**src/rtl/hazard_if.sv**
```systemverilog
// ============================================================================
//  Module   : hazard_if
//  Purpose  : Bundle of decode fields, branch/memory status and hazard
//             controls exchanged between the pipeline and hazard_unit.
//  Revision : 1.0  initial release
// ============================================================================
`default_nettype none

interface hazard_if #(
    parameter int REG_AW = 5,
    parameter int CNT_W  = 16
);
    logic              id_valid;
    logic [REG_AW-1:0] id_rs1;
    logic [REG_AW-1:0] id_rs2;
    logic              id_use_rs1;
    logic              id_use_rs2;
    logic [REG_AW-1:0] id_rd;
    logic              id_wr;
    logic              id_is_load;
    logic              ex_br_taken;
    logic              mem_busy;
    logic              stall_fe;
    logic              stall_all;
    logic              flush_id;
    logic              bubble_ex;
    logic [1:0]        fwd_sel1;
    logic [1:0]        fwd_sel2;
    logic [CNT_W-1:0]  stall_cnt;
    logic [CNT_W-1:0]  flush_cnt;

    // Pipeline side: supplies decode/status, consumes hazard controls
    modport master (
        output id_valid, id_rs1, id_rs2, id_use_rs1, id_use_rs2,
               id_rd, id_wr, id_is_load, ex_br_taken, mem_busy,
        input  stall_fe, stall_all, flush_id, bubble_ex,
               fwd_sel1, fwd_sel2, stall_cnt, flush_cnt
    );

    // Hazard unit side
    modport slave (
        input  id_valid, id_rs1, id_rs2, id_use_rs1, id_use_rs2,
               id_rd, id_wr, id_is_load, ex_br_taken, mem_busy,
        output stall_fe, stall_all, flush_id, bubble_ex,
               fwd_sel1, fwd_sel2, stall_cnt, flush_cnt
    );
endinterface

`default_nettype wire

```
**src/rtl/hazard_unit.sv**
```systemverilog
// ============================================================================
//  Module   : hazard_unit
//  Purpose  : Hazard controller for a 5-stage pipeline. Tracks destination
//             registers in EX/MEM/WB, generates stall/flush/bubble controls
//             and operand-forwarding selects, counts stall and flush cycles.
//  Config   : FORWARDING_EN defined   -> EX/MEM and MEM/WB forwarding,
//                                        one-cycle load-use stall.
//             FORWARDING_EN undefined -> no forwarding; stall on any RAW
//                                        match against EX, MEM or WB.
//  Revision : 1.0  initial release
// ============================================================================
`default_nettype none

module hazard_unit #(
    parameter int REG_AW = 5,
    parameter int CNT_W  = 16
) (
    input  wire logic clk,
    input  wire logic rst_n,
    hazard_if.slave   bus
);

    localparam logic [1:0]       c_FWD_RF  = 2'b00;
    localparam logic [1:0]       c_FWD_MEM = 2'b01;
    localparam logic [1:0]       c_FWD_WB  = 2'b10;
    localparam logic [CNT_W-1:0] c_CNT_MAX = {CNT_W{1'b1}};

    typedef struct packed {
        logic              valid;
        logic [REG_AW-1:0] rd;
        logic              wr;
        logic              is_load;
    } entry_t;

    entry_t           r_ex;
    entry_t           r_mem;
    entry_t           r_wb;
    logic [CNT_W-1:0] r_stall_cnt;
    logic [CNT_W-1:0] r_flush_cnt;

    logic w_m1_ex, w_m2_ex, w_m1_mem, w_m2_mem;
    logic w_hazard;
    logic w_stall_fe, w_stall_all, w_flush_id, w_bubble_ex;
    logic w_inc_stall, w_inc_flush;

    // RAW match of one ID source against one in-flight entry; x0 never matches
    function automatic logic f_match(input entry_t e, input logic vld,
                                     input logic use_s, input logic [REG_AW-1:0] rs);
        return vld & use_s & e.valid & e.wr & (e.rd != '0) & (e.rd == rs);
    endfunction

    assign w_m1_ex  = f_match(r_ex,  bus.id_valid, bus.id_use_rs1, bus.id_rs1);
    assign w_m2_ex  = f_match(r_ex,  bus.id_valid, bus.id_use_rs2, bus.id_rs2);
    assign w_m1_mem = f_match(r_mem, bus.id_valid, bus.id_use_rs1, bus.id_rs1);
    assign w_m2_mem = f_match(r_mem, bus.id_valid, bus.id_use_rs2, bus.id_rs2);

`ifdef FORWARDING_EN
    // WB results reach the regfile before ID reads it, so WB is never a hazard
    logic w_unused_wb;
    assign w_unused_wb = ^r_wb;

    // Only a load still in EX cannot be forwarded in time
    assign w_hazard = (w_m1_ex | w_m2_ex) & r_ex.is_load;
`else
    logic w_m1_wb, w_m2_wb;
    logic w_unused_wb;
    assign w_m1_wb     = f_match(r_wb, bus.id_valid, bus.id_use_rs1, bus.id_rs1);
    assign w_m2_wb     = f_match(r_wb, bus.id_valid, bus.id_use_rs2, bus.id_rs2);
    assign w_unused_wb = r_wb.is_load;

    // Without bypass paths, any pending producer blocks the consumer
    assign w_hazard = w_m1_ex | w_m2_ex | w_m1_mem | w_m2_mem | w_m1_wb | w_m2_wb;
`endif

    // Priority resolution: memory freeze > taken branch > data hazard
    always_comb begin
        w_stall_fe  = 1'b0;
        w_stall_all = 1'b0;
        w_flush_id  = 1'b0;
        w_bubble_ex = 1'b0;
        w_inc_stall = 1'b0;
        w_inc_flush = 1'b0;
        if (!rst_n) begin
            w_stall_fe = 1'b0;
        end else if (bus.mem_busy) begin
            w_stall_all = 1'b1;
            w_stall_fe  = 1'b1;
        end else if (bus.ex_br_taken) begin
            w_flush_id  = 1'b1;
            w_bubble_ex = 1'b1;
            w_inc_flush = 1'b1;
        end else if (w_hazard) begin
            w_stall_fe  = 1'b1;
            w_bubble_ex = 1'b1;
            w_inc_stall = 1'b1;
        end
    end

    // In-flight table advances every unfrozen cycle; a bubble enters EX as invalid
    always_ff @(posedge clk or negedge rst_n) begin
        if (!rst_n) begin
            r_ex  <= '0;
            r_mem <= '0;
            r_wb  <= '0;
        end else if (!bus.mem_busy) begin
            r_wb          <= r_mem;
            r_mem         <= r_ex;
            r_ex.valid    <= bus.id_valid & ~w_bubble_ex;
            r_ex.rd       <= bus.id_rd;
            r_ex.wr       <= bus.id_wr;
            r_ex.is_load  <= bus.id_is_load;
        end
    end

    // Saturating performance counters
    always_ff @(posedge clk or negedge rst_n) begin
        if (!rst_n) begin
            r_stall_cnt <= '0;
            r_flush_cnt <= '0;
        end else begin
            if (w_inc_stall && (r_stall_cnt != c_CNT_MAX)) begin
                r_stall_cnt <= r_stall_cnt + 1'b1;
            end
            if (w_inc_flush && (r_flush_cnt != c_CNT_MAX)) begin
                r_flush_cnt <= r_flush_cnt + 1'b1;
            end
        end
    end

`ifdef FORWARDING_EN
    logic [1:0] r_fwd_sel1;
    logic [1:0] r_fwd_sel2;

    // Select computed as the instruction enters EX; the youngest producer wins
    always_ff @(posedge clk or negedge rst_n) begin
        if (!rst_n) begin
            r_fwd_sel1 <= c_FWD_RF;
            r_fwd_sel2 <= c_FWD_RF;
        end else if (!bus.mem_busy) begin
            if (w_bubble_ex) begin
                r_fwd_sel1 <= c_FWD_RF;
                r_fwd_sel2 <= c_FWD_RF;
            end else begin
                r_fwd_sel1 <= w_m1_ex ? c_FWD_MEM : (w_m1_mem ? c_FWD_WB : c_FWD_RF);
                r_fwd_sel2 <= w_m2_ex ? c_FWD_MEM : (w_m2_mem ? c_FWD_WB : c_FWD_RF);
            end
        end
    end

    assign bus.fwd_sel1 = r_fwd_sel1;
    assign bus.fwd_sel2 = r_fwd_sel2;
`else
    assign bus.fwd_sel1 = c_FWD_RF;
    assign bus.fwd_sel2 = c_FWD_RF;
`endif

    assign bus.stall_fe  = w_stall_fe;
    assign bus.stall_all = w_stall_all;
    assign bus.flush_id  = w_flush_id;
    assign bus.bubble_ex = w_bubble_ex;
    assign bus.stall_cnt = r_stall_cnt;
    assign bus.flush_cnt = r_flush_cnt;

endmodule

`default_nettype wire

```
**src/flat_wrapper.sv**
```systemverilog
// flat-port wrapper written by rule: the top's interface ports become plain ports
module hazard_unit_flat 
#(
    parameter int REG_AW = 5,
    parameter int CNT_W  = 16
)
  (clk, rst_n, bus_id_valid, bus_id_rs1, bus_id_rs2, bus_id_use_rs1, bus_id_use_rs2, bus_id_rd, bus_id_wr, bus_id_is_load, bus_ex_br_taken, bus_mem_busy, bus_stall_fe, bus_stall_all, bus_flush_id, bus_bubble_ex, bus_fwd_sel1, bus_fwd_sel2, bus_stall_cnt, bus_flush_cnt);
  hazard_if #(.REG_AW(REG_AW), .CNT_W(CNT_W)) bus_i ();
  input  wire logic clk;
  input  wire logic rst_n;
  input wire logic [$bits(bus_i.id_valid)-1:0] bus_id_valid;
  input wire logic [$bits(bus_i.id_rs1)-1:0] bus_id_rs1;
  input wire logic [$bits(bus_i.id_rs2)-1:0] bus_id_rs2;
  input wire logic [$bits(bus_i.id_use_rs1)-1:0] bus_id_use_rs1;
  input wire logic [$bits(bus_i.id_use_rs2)-1:0] bus_id_use_rs2;
  input wire logic [$bits(bus_i.id_rd)-1:0] bus_id_rd;
  input wire logic [$bits(bus_i.id_wr)-1:0] bus_id_wr;
  input wire logic [$bits(bus_i.id_is_load)-1:0] bus_id_is_load;
  input wire logic [$bits(bus_i.ex_br_taken)-1:0] bus_ex_br_taken;
  input wire logic [$bits(bus_i.mem_busy)-1:0] bus_mem_busy;
  output wire logic [$bits(bus_i.stall_fe)-1:0] bus_stall_fe;
  output wire logic [$bits(bus_i.stall_all)-1:0] bus_stall_all;
  output wire logic [$bits(bus_i.flush_id)-1:0] bus_flush_id;
  output wire logic [$bits(bus_i.bubble_ex)-1:0] bus_bubble_ex;
  output wire logic [$bits(bus_i.fwd_sel1)-1:0] bus_fwd_sel1;
  output wire logic [$bits(bus_i.fwd_sel2)-1:0] bus_fwd_sel2;
  output wire logic [$bits(bus_i.stall_cnt)-1:0] bus_stall_cnt;
  output wire logic [$bits(bus_i.flush_cnt)-1:0] bus_flush_cnt;
  assign bus_i.id_valid = bus_id_valid;
  assign bus_i.id_rs1 = bus_id_rs1;
  assign bus_i.id_rs2 = bus_id_rs2;
  assign bus_i.id_use_rs1 = bus_id_use_rs1;
  assign bus_i.id_use_rs2 = bus_id_use_rs2;
  assign bus_i.id_rd = bus_id_rd;
  assign bus_i.id_wr = bus_id_wr;
  assign bus_i.id_is_load = bus_id_is_load;
  assign bus_i.ex_br_taken = bus_ex_br_taken;
  assign bus_i.mem_busy = bus_mem_busy;
  assign bus_stall_fe = bus_i.stall_fe;
  assign bus_stall_all = bus_i.stall_all;
  assign bus_flush_id = bus_i.flush_id;
  assign bus_bubble_ex = bus_i.bubble_ex;
  assign bus_fwd_sel1 = bus_i.fwd_sel1;
  assign bus_fwd_sel2 = bus_i.fwd_sel2;
  assign bus_stall_cnt = bus_i.stall_cnt;
  assign bus_flush_cnt = bus_i.flush_cnt;
  hazard_unit #(.REG_AW(REG_AW), .CNT_W(CNT_W)) u_core (.clk(clk), .rst_n(rst_n), .bus(bus_i));
endmodule
```
**config.mk**
```make
export PLATFORM = sky130hd
export DESIGN_NAME = hazard_unit_flat
export DESIGN_NICKNAME = d
export VERILOG_FILES = /design/src/rtl/hazard_if.sv /design/src/rtl/hazard_unit.sv /design/src/flat_wrapper.sv
export SDC_FILE = /design/constraint.sdc
export NUM_CORES = 1
export LEC_CHECK = 0
export ABC_AREA = 1
export CAP_MARGIN = 5
export CORE_UTILIZATION = 35
export DETAILED_ROUTE_END_ITERATION = 8
export GPL_TIMING_DRIVEN = 0
export PLACE_DENSITY = 0.53
export RECOVER_POWER = 25
export REMOVE_ABC_BUFFERS = 1
export SLEW_MARGIN = 20
export SYNTH_ARGS = -nofsm -noshare
export SYNTH_HDL_FRONTEND = slang
export SYNTH_SLANG_ARGS = --single-unit
```
**constraint.sdc**
```tcl
create_clock -name clk -period 4.6 [get_ports clk]
set_input_delay 0.46 -clock clk [delete_from_list [all_inputs] [get_ports clk]]
set_output_delay 0.46 -clock clk [all_outputs]
set_load 0.03 [all_outputs]
```
Yosys cells after proc, flatten, opt, wreduce, memory -nomap -nowiden
Cells that the tools add are included.
W data, S select, Z words.
- register bits after elaboration: 53
- latch bits: 0
- RAM bits: 0
- ROM bits: 0
- output and inout bits: 40
- logic and storage cells: 73
- memories kept: 0
- add/subtract/negate cells: 2
- $mul: 0
- divide/modulo/power cells: 0
- magnitude comparators: 0
- eq/ne operators: 8
- shifts and indexed selects: 0
- multiplexer cells: 14
- bitwise logic cells: 33
- reductions and logical operators: 5
- operator list (kind ; count):
    $add A16 B1 Y16 const B ; 2
    $ne A16 B16 Y1 const B ; 2
    $eq A5 B5 Y1 ; 6
    $and A1 B1 Y1 ; 27
    $reduce_bool A5 Y1 ; 3
    $mux W1 ; 14
    $or A1 B1 Y1 ; 5
    $logic_and A1 B1 Y1 ; 2
    $not A1 Y1 ; 1

Logic depth before layout (Yosys ltp)
Gate-level depths: netlist of the first run.
- depth after elaboration: 16
- depth in mapped cells: 14
- gate-level depth less buffers: 13

Least setup slack after synthesis of the first run
No wires, ideal clock.
- path kind: register -> output
- start point: register u_core.r_wb[3] in the netlist's numbering
- end point: output port bus_stall_fe
- arrival: 1.608 ns
- setup slack: 2.532 ns
- stages on the path, launching flop included: 11
- cell sequence: dfrtp_1 > or2_1 > nor2_2 > nor2_1 > nand2_1 > nand2_1 > nor2_2 > nand2_4 > buf_6 > nand3_1 > nand2_1
- cells in the longest elaborated chain, start to end: 9
- elaborated cells on any way between the ends: 13
- ends and longest elaborated chain (element ; line ; text):
    start: declaration ; hazard_unit.sv:37 ; entry_t r_wb;
    start signal: assignment ; hazard_unit.sv:106 ; r_wb <= r_mem;
    $reduce_bool A5 Y1 ; hazard_unit.sv:49 ; return vld & use_s & e.valid & e.wr & (e.rd != '0) & (e.rd == rs);
    $and A1 B1 Y1 (2 in series) ; hazard_unit.sv:49 ;
    $or A1 B1 Y1 ; hazard_unit.sv:72 ; assign w_hazard = w_m1_ex | w_m2_ex | w_m1_mem | w_m2_mem | w_m1_wb | w_m2_wb;
    $or A1 B1 Y1 * ; hazard_unit.sv:72 ;
    $mux W1 * ; hazard_unit.sv:92 ; end else if (w_hazard) begin
    $mux W1 * ; hazard_unit.sv:88 ; end else if (bus.ex_br_taken) begin
    $mux W1 * ; hazard_unit.sv:85 ; end else if (bus.mem_busy) begin
    $mux W1 * ; hazard_unit.sv:83 ; if (!rst_n) begin
    end: declaration ; flat_wrapper.sv:21 ; output wire logic [$bits(bus_i.stall_fe)-1:0] bus_stall_fe;
Every way passes the cells marked *; elsewhere a longest branch is shown, timed or not.

Worst setup path in the final report of the first run
- start point: input port rst_n
- end point: output port bus_flush_id
- cells in the longest elaborated chain, start to end: 1
- ends and longest elaborated chain (element ; line ; text):
    start: declaration ; flat_wrapper.sv:10 ; input wire logic rst_n;
    $mux W1 ; hazard_unit.sv:83 ;
    end: declaration ; flat_wrapper.sv:23 ; output wire logic [$bits(bus_i.flush_id)-1:0] bus_flush_id;
No other way between the ends.

==> reports/results.md, run 1 <==
| Metric | Reported |
|:---|:---|
| Most congested layer reported by global routing | met2 |
| Routed WL | 7.970 mm |
| Leak pwr | 1.987 nW |
| Cell area after synthesis | 0.003438 mm^2 |
| Post-DRT Antenna Nets | 0 |
| Placement Rows | 35 |
| Number of max-capacitance violations reported | 0 |
| Critical path startpoint | rst_n |
| Multi-input combinational cell area | 0.001788 mm^2 |
| Initial antenna violation count | 0 |
| Number of warnings issued by yosys | 0 |
| TritonCTS Buffers | 5 |
| Worst hold path class | flop to flop |
| Die outline height | 101.1 um |
| Detailed-placement wirelength estimate | 6.017 mm |
| Number of global-route vias before repair | 2,956 |
| Data arrival time of the critical path | 3.17 ns |
| Post-layout minimum cycle time | 3.634 ns |
| Buffers added on ports | 58 |
| Ratio of routed vias to standard cells | 4.622 |
| Fillcell total | 1,027 |
| Global routing usage on met2 | 28.83% |
| Cell type with the largest total area after synthesis | sky130_fd_sc_hd__dfrtp_1 |
| Nets | 570 |
| Total power consumption of the routed design | 1.137 mW |
| Maximum root-to-sink buffer count | 2 |
| Later-pin clock latency in the skew report | 0.31 ns |
| Max transition margin | 27.61% |
| Distinct cell type count of the synthesized netlist | 31 |
| Clock tree from TritonCTS | yes |
| Maximum operating frequency | 275.2 MHz |
| Die width | 101.1 um |
| Met3 usage | 2.982% |
| Num Clock Sinks | 53 |
| Register-to-register setup slack | 2.05 ns |
| Area delta synth->final | 22.53% |
| Start of the worst register-to-register path | u_core.bus.stall_cnt[0] |
| Worst IR Drop VDD | 197.4 uV |
| Critical path data required time | 4.14 ns |
| Destination of the critical timing path | bus_flush_id |
| Floorplan die area | 0.01022 mm^2 |
| Commonest non-fill, non-tap cells in the layout | 145 x sky130_fd_sc_hd__nand2_1, 72 x sky130_fd_sc_hd__nor2_1, 61 x sky130_fd_sc_hd__inv_1 |
| Result of the run | complete, no violations |
| Clock slew at reported path FFs | 0.11 ns |
| Global-route wire length before repair | 13.78 mm |
| Routed wire per std cell | 11.82 um |
| Vias post-DR | 3,115 |
| Register area share after synthesis | 38.57% |
| Number of pins with negative max-slew slack in the final report | 0 |
| Endpoint type of the worst setup path | output pin |
| Capture point of the worst reg-to-reg path | u_core.bus.stall_cnt[0] |
| Period utilization | 79.01% |
| Final Skew | 0.01309 ns |
| Count of H-tree levels built during CTS | 2 |
| Number of optimization iterations in the first detailed-route pass | 4 |
| Core occupancy in the finished layout | 44.95% |
| Mean post-synth cell area | 7.003 um^2 |
| Count of inserted antenna diode cells | 0 |
| Total gr overflow | 0 |
| Synth Register Bits | 53 |
| Detailed Route Iter0 Violations | 73 |
| CTS root buffer | sky130_fd_sc_hd__clkbuf_8 |
| Largest net degree at the start of global routing | 45 |
| P per Cell Area | 269.9 mW/mm^2 |
| All-layer global routing usage | 16.83% |
| Detailed-route DRC error count | 0 |
| Total Negative Setup Slacks | 0 ns |
| Critical Path Start Type | input pin |
| Met1 Usage GRT | 22.21% |
| Gate count of the mapped netlist | 491 |
| Setup repair after global routing missed its margin | false |
| Final weighted congestion of routability-driven global placement | 0.8469 |
| Effective utilization at floorplan | 36.69% |
| Number of top-level pins | 64 |
| Sequential cell area in the final layout | 0.001326 mm^2 |
| Reg2reg path depth | 11 |
| Std-Cell Core Area | 0.009371 mm^2 |
| Hold violation count in the final report | 0 |
| Actual slew at the worst max-slew pin | 1.085 ns |
| Most common cell after layout, fill and taps aside | sky130_fd_sc_hd__nand2_1 |
| Critical path fanouts, max | 44 |
| Finish-stage setup viols | 0 |
| Fraction of layout cells with a size suffix above 1 | 4.771% |
| Synth top area cells | sky130_fd_sc_hd__dfrtp_1 39%, sky130_fd_sc_hd__nand2_1 16%, sky130_fd_sc_hd__nor2_1 7.9%, sky130_fd_sc_hd__inv_1 6.7%, sky130_fd_sc_hd__xnor2_1 6.1% |
| Area share of the largest cell type after synthesis | 38.57% |
| Type of the worst setup path | input pin to output pin |
## cells by family (layout without fill, tap and decap cells)
logic type	Yosys count	in the layout	share of synthesized area [%]
compound gates	29	29	4.294
simple gates	288	288	36.46
buf+inv	79	130	9.752
mux	2	2	0.6550
xor+xnor	37	37	9.425
flops	53	53	38.57
fa+ha+maj	2	2	0.7277
other cells	1	4	0.1091
## timing repair
item                                    in CTS  in global routing
hold endpoints to repair                     4                  0
endpoints found under the setup margin       0                  0
gates resized for setup                      0                  0
hold buffers                                 1                  0
setup buffers                                0                  0
## report_power, final
part	total (mW)	leakage [nW]	internal (mW)	switching, mW
combinational	0.293	1.26	0.124	0.170
clock	0.286	0.0506	0.114	0.172
sequential	0.558	0.681	0.508	0.0502
total	1.14	1.99	0.746	0.391
## sequential cells by signal, indices dropped and copies added, names as in the netlist
signal,count
u_core.bus.stall_cnt,16
u_core.r_ex,7
u_core.r_mem,7
u_core.bus.flush_cnt,16
u_core.r_wb,7
## per-stage QoR
stage / setup slack, ns / area [um^2] / std cells / hold WS [ns]
5_1_grt: 0.7559 / 4213 / 674 / 0.5336
4_1_cts: 1.224 / 4217 / 674 / 0.5037
3_3_place_gp: -0.2087 / 4089 / 664 / 0.4691
6_report: 0.9658 / 4213 / 674 / 0.4995
2_1_floorplan: 2.404 / 3347 / 477 / 0.1644
3_5_place_dp: 1.232 / 4109 / 665 / 0.3433
## Yosys cell counts, drive strengths merged
cell type	number
a21oi	11
and2	1
buf	11
clkbuf	6
conb	1
dfrtp	53
ha	2
inv	62
mux2	2
nand2	147
nand3	35
nand3b	1
nand4	23
nor2	78
nor3	2
o211ai	1
o21ai	17
or2	1
xnor2	24
xor2	13
## final cells by class
cell class	instances	area share, %
inverters	62	5.524
clock inverters	3	0.6831
multi-input cells	362	42.44
well taps	129	3.831
flip-flops and latches	53	31.48
clock buffers	5	1.634
repair buffers	60	14.40
## critical path, stage by stage
cell and delay, ns:
sky130_fd_sc_hd__dlygate4sd3_1 0.52, sky130_fd_sc_hd__clkbuf_1 0.69, sky130_fd_sc_hd__buf_16 0.30, sky130_fd_sc_hd__inv_1 0.11, sky130_fd_sc_hd__nor2_4 0.16, sky130_fd_sc_hd__inv_2 0.06
sky130_fd_sc_hd__nor2_4 0.14, sky130_fd_sc_hd__clkdlybuf4s50_1 0.70
## worst min-delay path by stage
stage	start	to	slack (ns)	depth (start not counted)
floorplan	rst_n	u_core.bus.flush_cnt[0]	0.16	0
global placement	u_core.r_wb[1]	u_core.r_wb[1]	0.47	2
detailed placement	rst_n	u_core.r_wb[5]	0.34	1
CTS	u_core.bus.flush_cnt[15]	u_core.bus.flush_cnt[15]	0.50	1
global route	u_core.bus.flush_cnt[15]	u_core.bus.flush_cnt[15]	0.53	1
finish	u_core.bus.flush_cnt[15]	u_core.bus.flush_cnt[15]	0.50	1
## routing by layer
metal	share of wire, %	wire (um)	vias to the layer above
met2	48	3803	57
met3	3.9	314	5
li1	-	-	1622
met1	48	3789	1431
met4	0.78	62	0
met5	0	0	-
Power figures use the tool's default switching activity.
==> run 2: changes to the inputs <==
PLACE_DENSITY = 0.55   (was 0.53)
clock period = 3.3 ns   (was 4.6 ns; I/O delays follow)
==> reports/results.md, run 2 (synthesis results as in run 1) <==
| Metric | Reported |
|:---|:---|
| Largest net degree at the start of global routing | 44 |
| Count of H-tree levels built during CTS | 2 |
| Maximum operating frequency | 327.0 MHz |
| Setup repair after global routing missed its margin | false |
| Clock slew at reported path FFs | 0.11 ns |
| Actual slew at the worst max-slew pin | 1.668 ns |
| Fraction of layout cells with a size suffix above 1 | 4.954% |
| TritonCTS Buffers | 5 |
| Buffers added on ports | 58 |
| Number of global-route vias before repair | 3,093 |
| Detailed Route Iter0 Violations | 84 |
| Worst hold path class | input pin to asynchronous set/reset pin |
| Final Skew | 0.01137 ns |
| Std-Cell Core Area | 0.009371 mm^2 |
| Endpoint type of the worst setup path | output pin |
| Initial antenna violation count | 0 |
| Detailed-route DRC error count | 0 |
| Floorplan die area | 0.01022 mm^2 |
| Post-DRT Antenna Nets | 0 |
| Vias post-DR | 3,135 |
| Clock tree from TritonCTS | yes |
| Total gr overflow | 0 |
| Worst hold margin | 0.4141 ns |
| Max transition margin | -11.23% |
| Count of inserted antenna diode cells | 0 |
| Routed WL | 8.146 mm |
| Total Negative Setup Slacks | 0 ns |
| Critical Path Start Type | input pin |
| Core occupancy in the finished layout | 45.03% |
| Global-route wire length before repair | 14.16 mm |
| Effective utilization at floorplan | 36.69% |
| Register-to-register setup slack | 0.76 ns |
| Min setup slack post-route | 0.2415 ns |
| Critical path fanouts, max | 28 |
| Number of pins with negative max-slew slack in the final report | 44 |
| Finish-stage setup viols | 0 |
| Final weighted congestion of routability-driven global placement | 0.8603 |
| Later-pin clock latency in the skew report | 0.31 ns |
| Total power consumption of the routed design | 1.594 mW |
| P per Cell Area | 377.8 mW/mm^2 |
| Post-layout minimum cycle time | 3.058 ns |
| All-layer global routing usage | 17.30% |
| Cell area after placement | 0.004101 mm^2 |
| Period utilization | 92.68% |
| Ratio of routed vias to standard cells | 4.651 |
| Leak pwr | 1.981 nW |
| Data arrival time of the critical path | 2.73 ns |
| Start of the worst register-to-register path | u_core.bus.stall_cnt[0] |
| Maximum root-to-sink buffer count | 2 |
| Die width | 101.1 um |
| Detailed-placement wirelength estimate | 6.072 mm |
| Number of optimization iterations in the first detailed-route pass | 4 |
| Nets | 570 |
| Most common cell after layout, fill and taps aside | sky130_fd_sc_hd__nand2_1 |
| Type of the worst setup path | input pin to output pin |
| Commonest non-fill, non-tap cells in the layout | 145 x sky130_fd_sc_hd__nand2_1, 72 x sky130_fd_sc_hd__nor2_1, 60 x sky130_fd_sc_hd__inv_1 |
| Final std cells w/o fill | 674 |
| # placed instances | 665 |
| Num Clock Sinks | 53 |
| Area delta synth->final | 22.74% |
| Result of the run | complete, but fails checks |
| Number of top-level pins | 64 |
| Hold violation count in the final report | 0 |
| Fillcell total | 1,009 |
| Pre-CTS setup slack | 0.1743 ns |
| Placement Rows | 35 |
| Critical path data required time | 2.97 ns |
| Failing checks | capacitance limit, slew limit |
| Number of max-capacitance violations reported | 1 |
| Final standard cell area without fillers | 0.004220 mm^2 |
| Routed wire per std cell | 12.09 um |
| Worst IR Drop VDD | 295.2 uV |
| Capture point of the worst reg-to-reg path | u_core.bus.stall_cnt[9] |
| Reg2reg path depth | 11 |
| Die outline height | 101.1 um |
| CTS root buffer | sky130_fd_sc_hd__clkbuf_8 |
-- run 2: area by class of cell --
| type | instances | area [um^2] | share of cell area, % |
|---|---|---|---|
| multi-input combinational | 362 | 1797 | 42.57 |
| sequential | 53 | 1326 | 31.43 |
| timing repair buffer | 60 | 601.8 | 14.26 |
| inverter | 62 | 236.5 | 5.603 |
| tap | 129 | 161.4 | 3.824 |
| clock buffer | 5 | 68.82 | 1.631 |
| clock inverter | 3 | 28.78 | 0.6819 |
-- run 2: how the worst max path moves through the flow --
stage                                 start  cells after the start  slack (ns)                       to
finish                         bus_id_valid                     10        0.24             bus_stall_fe
global route                   bus_id_valid                     10        0.07             bus_stall_fe
CTS                            bus_id_valid                     10        0.17             bus_stall_fe
detailed placement             bus_id_valid                     10        0.17             bus_stall_fe
global placement                      rst_n                      6       -1.24             bus_flush_id
floorplan           u_core.bus.stall_cnt[0]                     11        1.10  u_core.bus.stall_cnt[2]
-- run 2: metal layers --
metal	routed length, um	vias up	GRT usage [%]
met3	314	10	2.843
met5	0	-	0
met2	3863	64	29.51
li1	-	1621	-
met4	86	0	4.682
met1	3882	1440	22.69
-- run 2: power breakdown --
part | internal (mW) | leakage [nW] | total (mW) | switching, mW
Sequential | 0.708 | 0.681 | 0.777 | 0.0698
Clock | 0.160 | 0.0506 | 0.408 | 0.248
Combinational | 0.173 | 1.25 | 0.409 | 0.237
Total | 1.04 | 1.98 | 1.59 | 0.555
-- run 2: what timing repair did --
action | in CTS | in global routing
setup endpoints to repair | 0 | 2
endpoints found under the hold margin | 13 | 0
resized for setup | 0 | 2
hold buffers | 1 | 0
setup buffers | 0 | 0
-- run 2: worst max-delay path, cell delays in order --
cell	delay (ns)
sky130_fd_sc_hd__clkdlybuf4s50_1	0.49
sky130_fd_sc_hd__nand2_1	0.15
sky130_fd_sc_hd__nor2_1	0.26
sky130_fd_sc_hd__nand4_1	0.12
sky130_fd_sc_hd__nor2_1	0.20
sky130_fd_sc_hd__nor2_2	0.12
sky130_fd_sc_hd__nand2_8	0.19
sky130_fd_sc_hd__nand3_1	0.09
sky130_fd_sc_hd__nand2_1	0.08
sky130_fd_sc_hd__clkdlybuf4s50_1	0.68
